**src/rtl/circular_buffer_pkg.sv**
```systemverilog
// Shared definitions for the sample circular buffer read side:
// buffer geometry, the clogb2 helper and the reader state encoding.
package circular_buffer_pkg;

   // Ceiling log2, used to size buffer addresses.
   function automatic int clogb2(input int value);
      int result;
      result = 0;
      for (int i = 0; i < 31; i++) begin
         if ((1 << i) < value) result = i + 1;
      end
      return result;
   endfunction

   localparam int DEPTH        = 16;
   localparam int WORDWIDTH    = 18;
   localparam int ADDRESSWIDTH = clogb2(DEPTH);

   typedef enum logic [1:0] {
      IDLE,
      READ,
      DRAIN
   } reader_state_t;

endpackage

```
**src/rtl/reader_skid_fifo.sv**
```systemverilog
// Two-entry synchronous FIFO that absorbs words returned by the buffer
// memory while the consumer stalls. entry0 is always the head.
module reader_skid_fifo
   import circular_buffer_pkg::*;
#(
   parameter int WIDTH = WORDWIDTH
) (
   input  logic                    clk,
   input  logic                    rst,
   input  logic                    push,
   input  logic                    pop,
   input  logic signed [WIDTH-1:0] push_data,
   output logic [1:0]              count,
   output logic signed [WIDTH-1:0] head_data
);

   logic signed [WIDTH-1:0] entry0;
   logic signed [WIDTH-1:0] entry1;

   // Occupancy and storage update; entries shift toward entry0 on pop.
   always_ff @(posedge clk) begin
      if (rst) begin
         count  <= 2'd0;
         entry0 <= '0;
         entry1 <= '0;
      end else begin
         unique case ({push, pop})
            2'b10: begin
               if (count == 2'd0) entry0 <= push_data;
               else               entry1 <= push_data;
               count <= count + 2'd1;
            end
            2'b01: begin
               entry0 <= entry1;
               count  <= count - 2'd1;
            end
            2'b11: begin
               if (count == 2'd2) begin
                  entry0 <= entry1;
                  entry1 <= push_data;
               end else begin
                  entry0 <= push_data;
               end
            end
            default: ;
         endcase
      end
   end

   assign head_data = entry0;

endmodule

```
**src/rtl/circular_buffer_reader.sv**
```systemverilog
// Read-side sequencer for the sample circular buffer. Each accepted start
// walks the buffer newest-to-oldest from head, hides the one-cycle memory
// latency behind a 2-entry skid FIFO and streams words on valid/ready.
// Optional window sum: define CB_READER_SUM_EN.
module circular_buffer_reader
   import circular_buffer_pkg::*;
#(
   parameter int DEPTH        = circular_buffer_pkg::DEPTH,
   parameter int WORDWIDTH    = circular_buffer_pkg::WORDWIDTH,
   parameter int ADDRESSWIDTH = clogb2(DEPTH)
) (
   input  logic                           clk,
   input  logic                           rst,
   input  logic                           start,
   input  logic [ADDRESSWIDTH-1:0]        head,
   output logic                           busy,
   output logic [ADDRESSWIDTH-1:0]        memAddr,
   output logic                           memReadEnable,
   input  logic signed [WORDWIDTH-1:0]    memData,
   output logic signed [WORDWIDTH-1:0]    dataOut,
   output logic                           dataValid,
   output logic                           dataLast,
   input  logic                           dataReady
`ifdef CB_READER_SUM_EN
   ,
   output logic signed [WORDWIDTH+ADDRESSWIDTH-1:0] sumOut,
   output logic                                     sumValid
`endif
);

   localparam logic [ADDRESSWIDTH-1:0] LAST_INDEX = ADDRESSWIDTH'(DEPTH - 1);

   reader_state_t           state;
   logic [ADDRESSWIDTH-1:0] addr;
   logic [ADDRESSWIDTH-1:0] issue_cnt;
   logic [ADDRESSWIDTH-1:0] out_cnt;
   logic                    in_flight;
   logic [1:0]              fifo_count;
   logic [2:0]              pending;
   logic                    pop;
   logic                    accept;

   reader_skid_fifo #(
      .WIDTH(WORDWIDTH)
   ) u_fifo (
      .clk      (clk),
      .rst      (rst),
      .push     (in_flight),
      .pop      (pop),
      .push_data(memData),
      .count    (fifo_count),
      .head_data(dataOut)
   );

   // Handshake, credit check and issue decision. A read may only be issued
   // if its word is guaranteed a FIFO slot when it returns.
   always_comb begin
      dataValid     = (fifo_count != 2'd0);
      pop           = dataValid && dataReady;
      dataLast      = dataValid && (out_cnt == LAST_INDEX);
      accept        = (state == IDLE) && start;
      pending       = {1'b0, fifo_count} + {2'b00, in_flight} - {2'b00, pop};
      memReadEnable = (state == READ) && (pending < 3'd2);
      busy          = (state != IDLE);
      memAddr       = addr;
   end

   // Window FSM with read-address walk, issue count and output-word count.
   always_ff @(posedge clk) begin
      if (rst) begin
         state     <= IDLE;
         addr      <= '0;
         issue_cnt <= '0;
         out_cnt   <= '0;
         in_flight <= 1'b0;
      end else begin
         in_flight <= memReadEnable;
         if (memReadEnable) begin
            addr      <= addr - 1'b1;
            issue_cnt <= issue_cnt + 1'b1;
         end
         if (pop) out_cnt <= out_cnt + 1'b1;
         unique case (state)
            IDLE: begin
               if (start) begin
                  state     <= READ;
                  addr      <= head;
                  issue_cnt <= '0;
                  out_cnt   <= '0;
               end
            end
            READ: begin
               if (memReadEnable && (issue_cnt == LAST_INDEX)) state <= DRAIN;
            end
            DRAIN: begin
               if (pop && dataLast) state <= IDLE;
            end
            default: state <= IDLE;
         endcase
      end
   end

`ifdef CB_READER_SUM_EN
   localparam int SUMWIDTH = WORDWIDTH + ADDRESSWIDTH;

   logic signed [SUMWIDTH-1:0] acc;

   // Window accumulator; the result is published one cycle after the last beat.
   always_ff @(posedge clk) begin
      if (rst) begin
         acc      <= '0;
         sumOut   <= '0;
         sumValid <= 1'b0;
      end else begin
         sumValid <= 1'b0;
         if (accept) acc <= '0;
         else if (pop) acc <= acc + SUMWIDTH'(dataOut);
         if (pop && dataLast) begin
            sumOut   <= acc + SUMWIDTH'(dataOut);
            sumValid <= 1'b1;
         end
      end
   end
`endif

endmodule
```
**config.mk**
```make
export PLATFORM = sky130hd
export DESIGN_NAME = circular_buffer_reader
export DESIGN_NICKNAME = d
export VERILOG_FILES = /design/src/rtl/circular_buffer_pkg.sv /design/src/rtl/reader_skid_fifo.sv /design/src/rtl/circular_buffer_reader.sv
export SDC_FILE = /design/constraint.sdc
export NUM_CORES = 1
export LEC_CHECK = 0
export CAP_MARGIN = 20
export CORE_MARGIN = 1.5
export CORE_UTILIZATION = 47
export DETAILED_ROUTE_END_ITERATION = 10
export PLACE_DENSITY = 0.79
export SETUP_SLACK_MARGIN = 0.4
export SLEW_MARGIN = 0
export SYNTH_ARGS = -nofsm -noshare
export SYNTH_HDL_FRONTEND = slang
export SYNTH_HIERARCHICAL = 1
export SYNTH_SLANG_ARGS = --single-unit
```
**constraint.sdc**
```tcl
create_clock -name clk -period 2.4 [get_ports clk]
set_input_delay 0.24 -clock clk [delete_from_list [all_inputs] [get_ports clk]]
set_output_delay 0.24 -clock clk [all_outputs]
set_load 0.005 [all_outputs]
```
Word level (Yosys, flattened, before mapping)
Cells that the tools add are included.

Output and inout port bits: 26. Word-level logic and storage cells: 65. Register bits after elaboration: 53.

Order comparisons: 1. Mux-type cells: 20. Add/sub/neg operators: 7. Reductions and logical operators: 15. Equality and inequality tests: 14.

Operators by type and width (count): 2-to-1 mux 18 bit (4); one-hot mux 18 bit (3 select lines) (1); 2-to-1 mux 4 bit (9); one-hot mux 18 bit (2 select lines) (1); adder 4 x 1 -> 4 bit, second input constant (2); == test 2 bit, second input constant (4); == test 4 bit, second input constant (2); nonzero test 2 bit (4); 2-to-1 mux 2 bit (3); != test 2 x 1 -> 1 bit, second input constant (3); != test 2 bit, second input constant (3); one-hot mux 2 bit (3 select lines) (1); AND reduction 3 bit (2); logical AND 1 bit (5); == test 2 x 1 -> 1 bit, second input constant (2); zero test 2 bit (2); one-hot mux 2 bit (2 select lines) (1); subtractor 4 x 1 -> 4 bit, second input constant (1); adder 2 x 1 -> 3 bit (1); < comparator 3 x 2 -> 1 bit, second input constant (1); nonzero test 3 bit (1); subtractor 3 x 1 -> 3 bit (1); adder 2 x 1 -> 2 bit, second input constant (1); AND reduction 2 bit (1); subtractor 2 x 1 -> 2 bit, second input constant (1).

Longest topological paths before layout
Word-level depth: 8. Gate-level depth with buffers: 9. Mapped depth without buffers: 7.

Cells and area by module
The synthesis kept the hierarchy.

By module, submodules not included: reader_skid_fifo (cells an instance 232, instances 1, area an instance 1969.4 µm², sequential area each 760.7 µm²); circular_buffer_reader (cells an instance 92, instances 1, area an instance 800.8 µm², sequential area each 300.3 µm²).

Worst setup path after synthesis
Ideal clock, no wire load.

Path kind: register -> register. Start: register u_fifo.count[1]. End: register addr[2], in the netlist memAddr[2]. Library setup time: 91 ps. Clock period less this slack: 2398 ps. Data arrival time: 2307 ps. Buffers on the path: 0. Required time: 2309 ps. Cell stages (with the launch flop): 8. Setup slack: 2 ps. Path through: dfxtp_1 > o21ai_1 > nor2_1 > o21ai_0 > fa_1 > xor2_1 > or4_1 > a311oi_1.

Word-level cells in the longest chain between the ends: 8. Elaborated cells between the ends (all ways): 9. Classes of those cells: add/sub (2); order compare (1); mux (3); reduce/logical (3).

Ends and longest elaborated chain: start, declared (line reader_skid_fifo.sv:13) `output logic [1:0] count,`; start signal, assigned (line reader_skid_fifo.sv:31) `count <= count + 2'd1;`; start signal, assigned (line reader_skid_fifo.sv:35) `count <= count - 2'd1;`; parallel branches: the longest is 2 deep, another holds adder 2 x 1 -> 3 bit; subtractor 3 x 1 -> 3 bit * (line circular_buffer_reader.sv:62) `pending = {1'b0, fifo_count} + {2'b00, in_flight} - {2'b00, pop};`; < comparator 3 x 2 -> 1 bit * (line circular_buffer_reader.sv:63) `memReadEnable = (state == READ) && (pending < 3'd2);`; logical AND 1 bit * (line circular_buffer_reader.sv:63); 2-to-1 mux 4 bit * (line circular_buffer_reader.sv:78) `if (memReadEnable) begin`; 2-to-1 mux 4 bit (line circular_buffer_reader.sv:85) `if (start) begin`; 2-to-1 mux 4 bit * (line circular_buffer_reader.sv:83) `unique case (state)`; end signal, assigned (line circular_buffer_reader.sv:79) `addr <= addr - 1'b1;`; end, declared (line circular_buffer_reader.sv:34) `logic [ADDRESSWIDTH-1:0] addr;`.

Mark *: on every way between the ends. A chain may end at the register's enable or synchronous reset.

Worst setup path in the final report
Same ends and word-level chain as after synthesis.

==> flow_metrics.env <==
export IMPL_setup_tns_ns=0
export IMPL_min_period_ns=2.28
export IMPL_syn_num_nets=357
export IMPL_synth_top_cell_by_area="dfxtp_1"
export IMPL_globalplace_congestion=0.806
export IMPL_clk_pin_slew_worst_paths_ns=0.10
export IMPL_cts_made_buffers=5
export IMPL_syn_area_per_cell_um2=8.55
export IMPL_drive_gt1_share_pct=18.6
export IMPL_synth_area_um2=2770
export IMPL_critPathKind="reg2reg"
export IMPL_detailedPlace_worstSlack_ns=-0.299
export IMPL_path_max_fanout=3
export IMPL_hold_viol=0
export IMPL_ys_seq_area_share_pct=38.3
export IMPL_antenna_found_initial=0
export IMPL_cp_data_arrival_time_ns=2.50
export IMPL_clock_path_buffers=2
export IMPL_fin_ws_ns=0.117
export IMPL_htree_levels=2
export IMPL_rsz0062_at_grt="yes"
export IMPL_ys_types=47
export IMPL_finish_utilization_pct=65.9
export IMPL_grt_usage_pct=23.5
export IMPL_hpwl_mm=4.84
export IMPL_place_area_um2=3400
export IMPL_totalWireLength_mm=7.74
export IMPL_final_nets=424
export IMPL_synthCells=324
export IMPL_syn_to_final_growth_pct=33.4
export IMPL_finalPower_uw=3480
export IMPL_ys_ff_latch=53
export IMPL_grt_pass1_wl_mm=11.9
export IMPL_fp_dieH_um=79.8
export IMPL_first_pass_iters=8
export IMPL_route_detailed_drc=0
export IMPL_routedWlPerCell_um=16.7
export IMPL_p_leak_uw=0.00133
export IMPL_holdCritPathClass="reg2reg"
export IMPL_vias=2857
export IMPL_fin_area_um2=3700
export IMPL_n_antenna_cell=0
export IMPL_worstMarginPinSlew_ns=0.506
export IMPL_p_per_area_nw_per_um2=943
export IMPL_overflow=0
export IMPL_cts_hold_fix_buffers=0
export IMPL_crit_path_start_kind="flop"
export IMPL_synth_top_flop_cell="dfxtp_1"
export IMPL_port_buffers=51
export IMPL_skew_ns=0.0109
export IMPL_num_io_pins=52
export IMPL_status="completed"
export IMPL_finalSetupViolations=0
export IMPL_slew_violations=0
export IMPL_relSlewSlack_pct=66.2
export IMPL_fin_crit_sh_pct=95.1
export IMPL_cts_sinks=53
export IMPL_grt_max_degree=28
export IMPL_synth_top_area_share_pct=38.3
export IMPL_viasPerCell=6.16
export IMPL_clockRootBuffer="clkbuf_8"
export IMPL_rows=27
export IMPL_die_area_um2=6360
export IMPL_ys_warn_count=6
export IMPL_cts_tree="yes"
export IMPL_grt_pass1_vias=2573
export IMPL_max_freq_mhz=438
export IMPL_synth_edf_count=0
export IMPL_endpoint_kind="flop"
export IMPL_core_area_um2=5610
export IMPL_most_common_layout_cells="56 x a21oi_1, 51 x dfxtp_1, 49 x clkdlybuf4s50_1"
export IMPL_worst_endpoint_required_ns=2.61
export IMPL_start_util_pct=49.4
export IMPL_first_iter_violations=245
export IMPL_die_w_um=79.8
export IMPL_final_common_cell="a21oi_1"
export IMPL_max_cap_violations=0
export IMPL_drtAntennaViolNets=0
export IMPL_ys_top_cells_by_area="dfxtp_1 38%, a21oi_1 11%, nand3_1 7.2%, a311oi_1 6.6%, o211ai_1 4.6%"
export IMPL_clock_latency_ns=0.31
export IMPL_async_reset_ff_share_pct=0
export IMPL_worst_ir_drop_vdd_mv=0.540
==> stage by stage <==
| stage | std cells | hold WS, ns |
|---|---|---|
| global placement | 445 | 0.459 |
| global route | 464 | 0.509 |
| CTS | 454 | 0.485 |
| detailed placement | 445 | 0.471 |
| finish | 464 | 0.497 |
| floorplan | 324 | 0.309 |
==> logic make-up after synthesis <==
group           after synthesis  share of synthesized area [%]
compound gates              138                           31.2
xor+xnor                      6                           1.90
fa+ha+maj                     7                           3.43
buf+inv                      41                           8.99
flops                        53                           38.3
mux                           1                          0.361
simple gates                 78                           15.8
==> power breakdown <==
part / internal [µW] / switching (µW) / leakage (µW)
clock: 208 / 302 / 0.0000461
sequential: 1080 / 139 / 0.000433
combinational: 899 / 854 / 0.000853
total: 2190 / 1300 / 0.00133
==> path summary, 6_finish.rpt <==
check                                       from               end  slack, ns  cells after the start
worst min-delay path            u_fifo/entry1[7]  u_fifo/entry1[7]       0.50                      2
worst max-delay path             u_fifo/count[1]        memAddr[2]       0.12                      8
worst min register to register  u_fifo/entry1[7]  u_fifo/entry1[7]       0.50                      2
worst max register to register   u_fifo/count[1]        memAddr[2]       0.12                      8
==> sequential cells by signal (all words and copies together), names as in the netlist <==
name,count
in_flight,1
issue_cnt,4
memAddr,4
out_cnt,4
state,2
u_fifo/count,2
u_fifo/entry1,18
u_fifo/head_data,18
==> metal layers <==
metal  track usage, %  vias to the layer above  part of all wire (%)  routed length (µm)
met2             40.2                      139                    50                3870
met5                0                        -                     0                   0
met4             8.10                        0                   2.2                 169
met3             4.23                       22                   7.1                 553
met1             29.7                     1337                    41                3140
li1                 -                     1359                     -                   -
==> cells in the mapped netlist (2+ instances only) <==
| library cell | n |
|---|---|
| buf_4 | 8 |
| o211ai_1 | 17 |
| clkbuf_1 | 9 |
| ha_1 | 6 |
| or3_1 | 5 |
| o21ai_0 | 23 |
| xnor2_1 | 2 |
| o31ai_1 | 3 |
| buf_2 | 6 |
| a311oi_1 | 21 |
| inv_1 | 8 |
| o21ai_1 | 5 |
| buf_6 | 7 |
| nor2_1 | 10 |
| nor2b_1 | 2 |
| xor2_1 | 4 |
| or4_1 | 3 |
| nand4_1 | 2 |
| nand2b_1 | 2 |
| a21oi_1 | 60 |
| or2_2 | 3 |
| dfxtp_1 | 53 |
| nand3_1 | 40 |
| nor3_1 | 2 |
==> critical path, stage by stage (launching register included) <==
cell	delay [ns]
dfxtp_4	0.37
o21ai_4	0.16
nor2_2	0.06
buf_4	0.13
fa_2	0.53
nand3b_1	0.10
buf_4	0.16
or4_1	0.40
a311oi_1	0.27
==> what timing repair did <==
action                                  4_1_cts  5_1_grt
setup buffers                                 1        7
pin swaps                                     3        7
gates cloned                                  0        3
gates resized for setup                       7       30
endpoints found under the setup margin       44       42
==> layout make-up <==
cell class,instances,area [µm²]
Sequential cell,53,1070
Inverter,9,38.8
Fill cell,492,1910
Tap cell,72,90.1
Timing Repair Buffer,91,847
Clock inverter,2,12.5
Multi-Input combinational cell,231,1570
Clock buffer,6,72.6
Note: power is estimated with default switching activity, not from simulation.
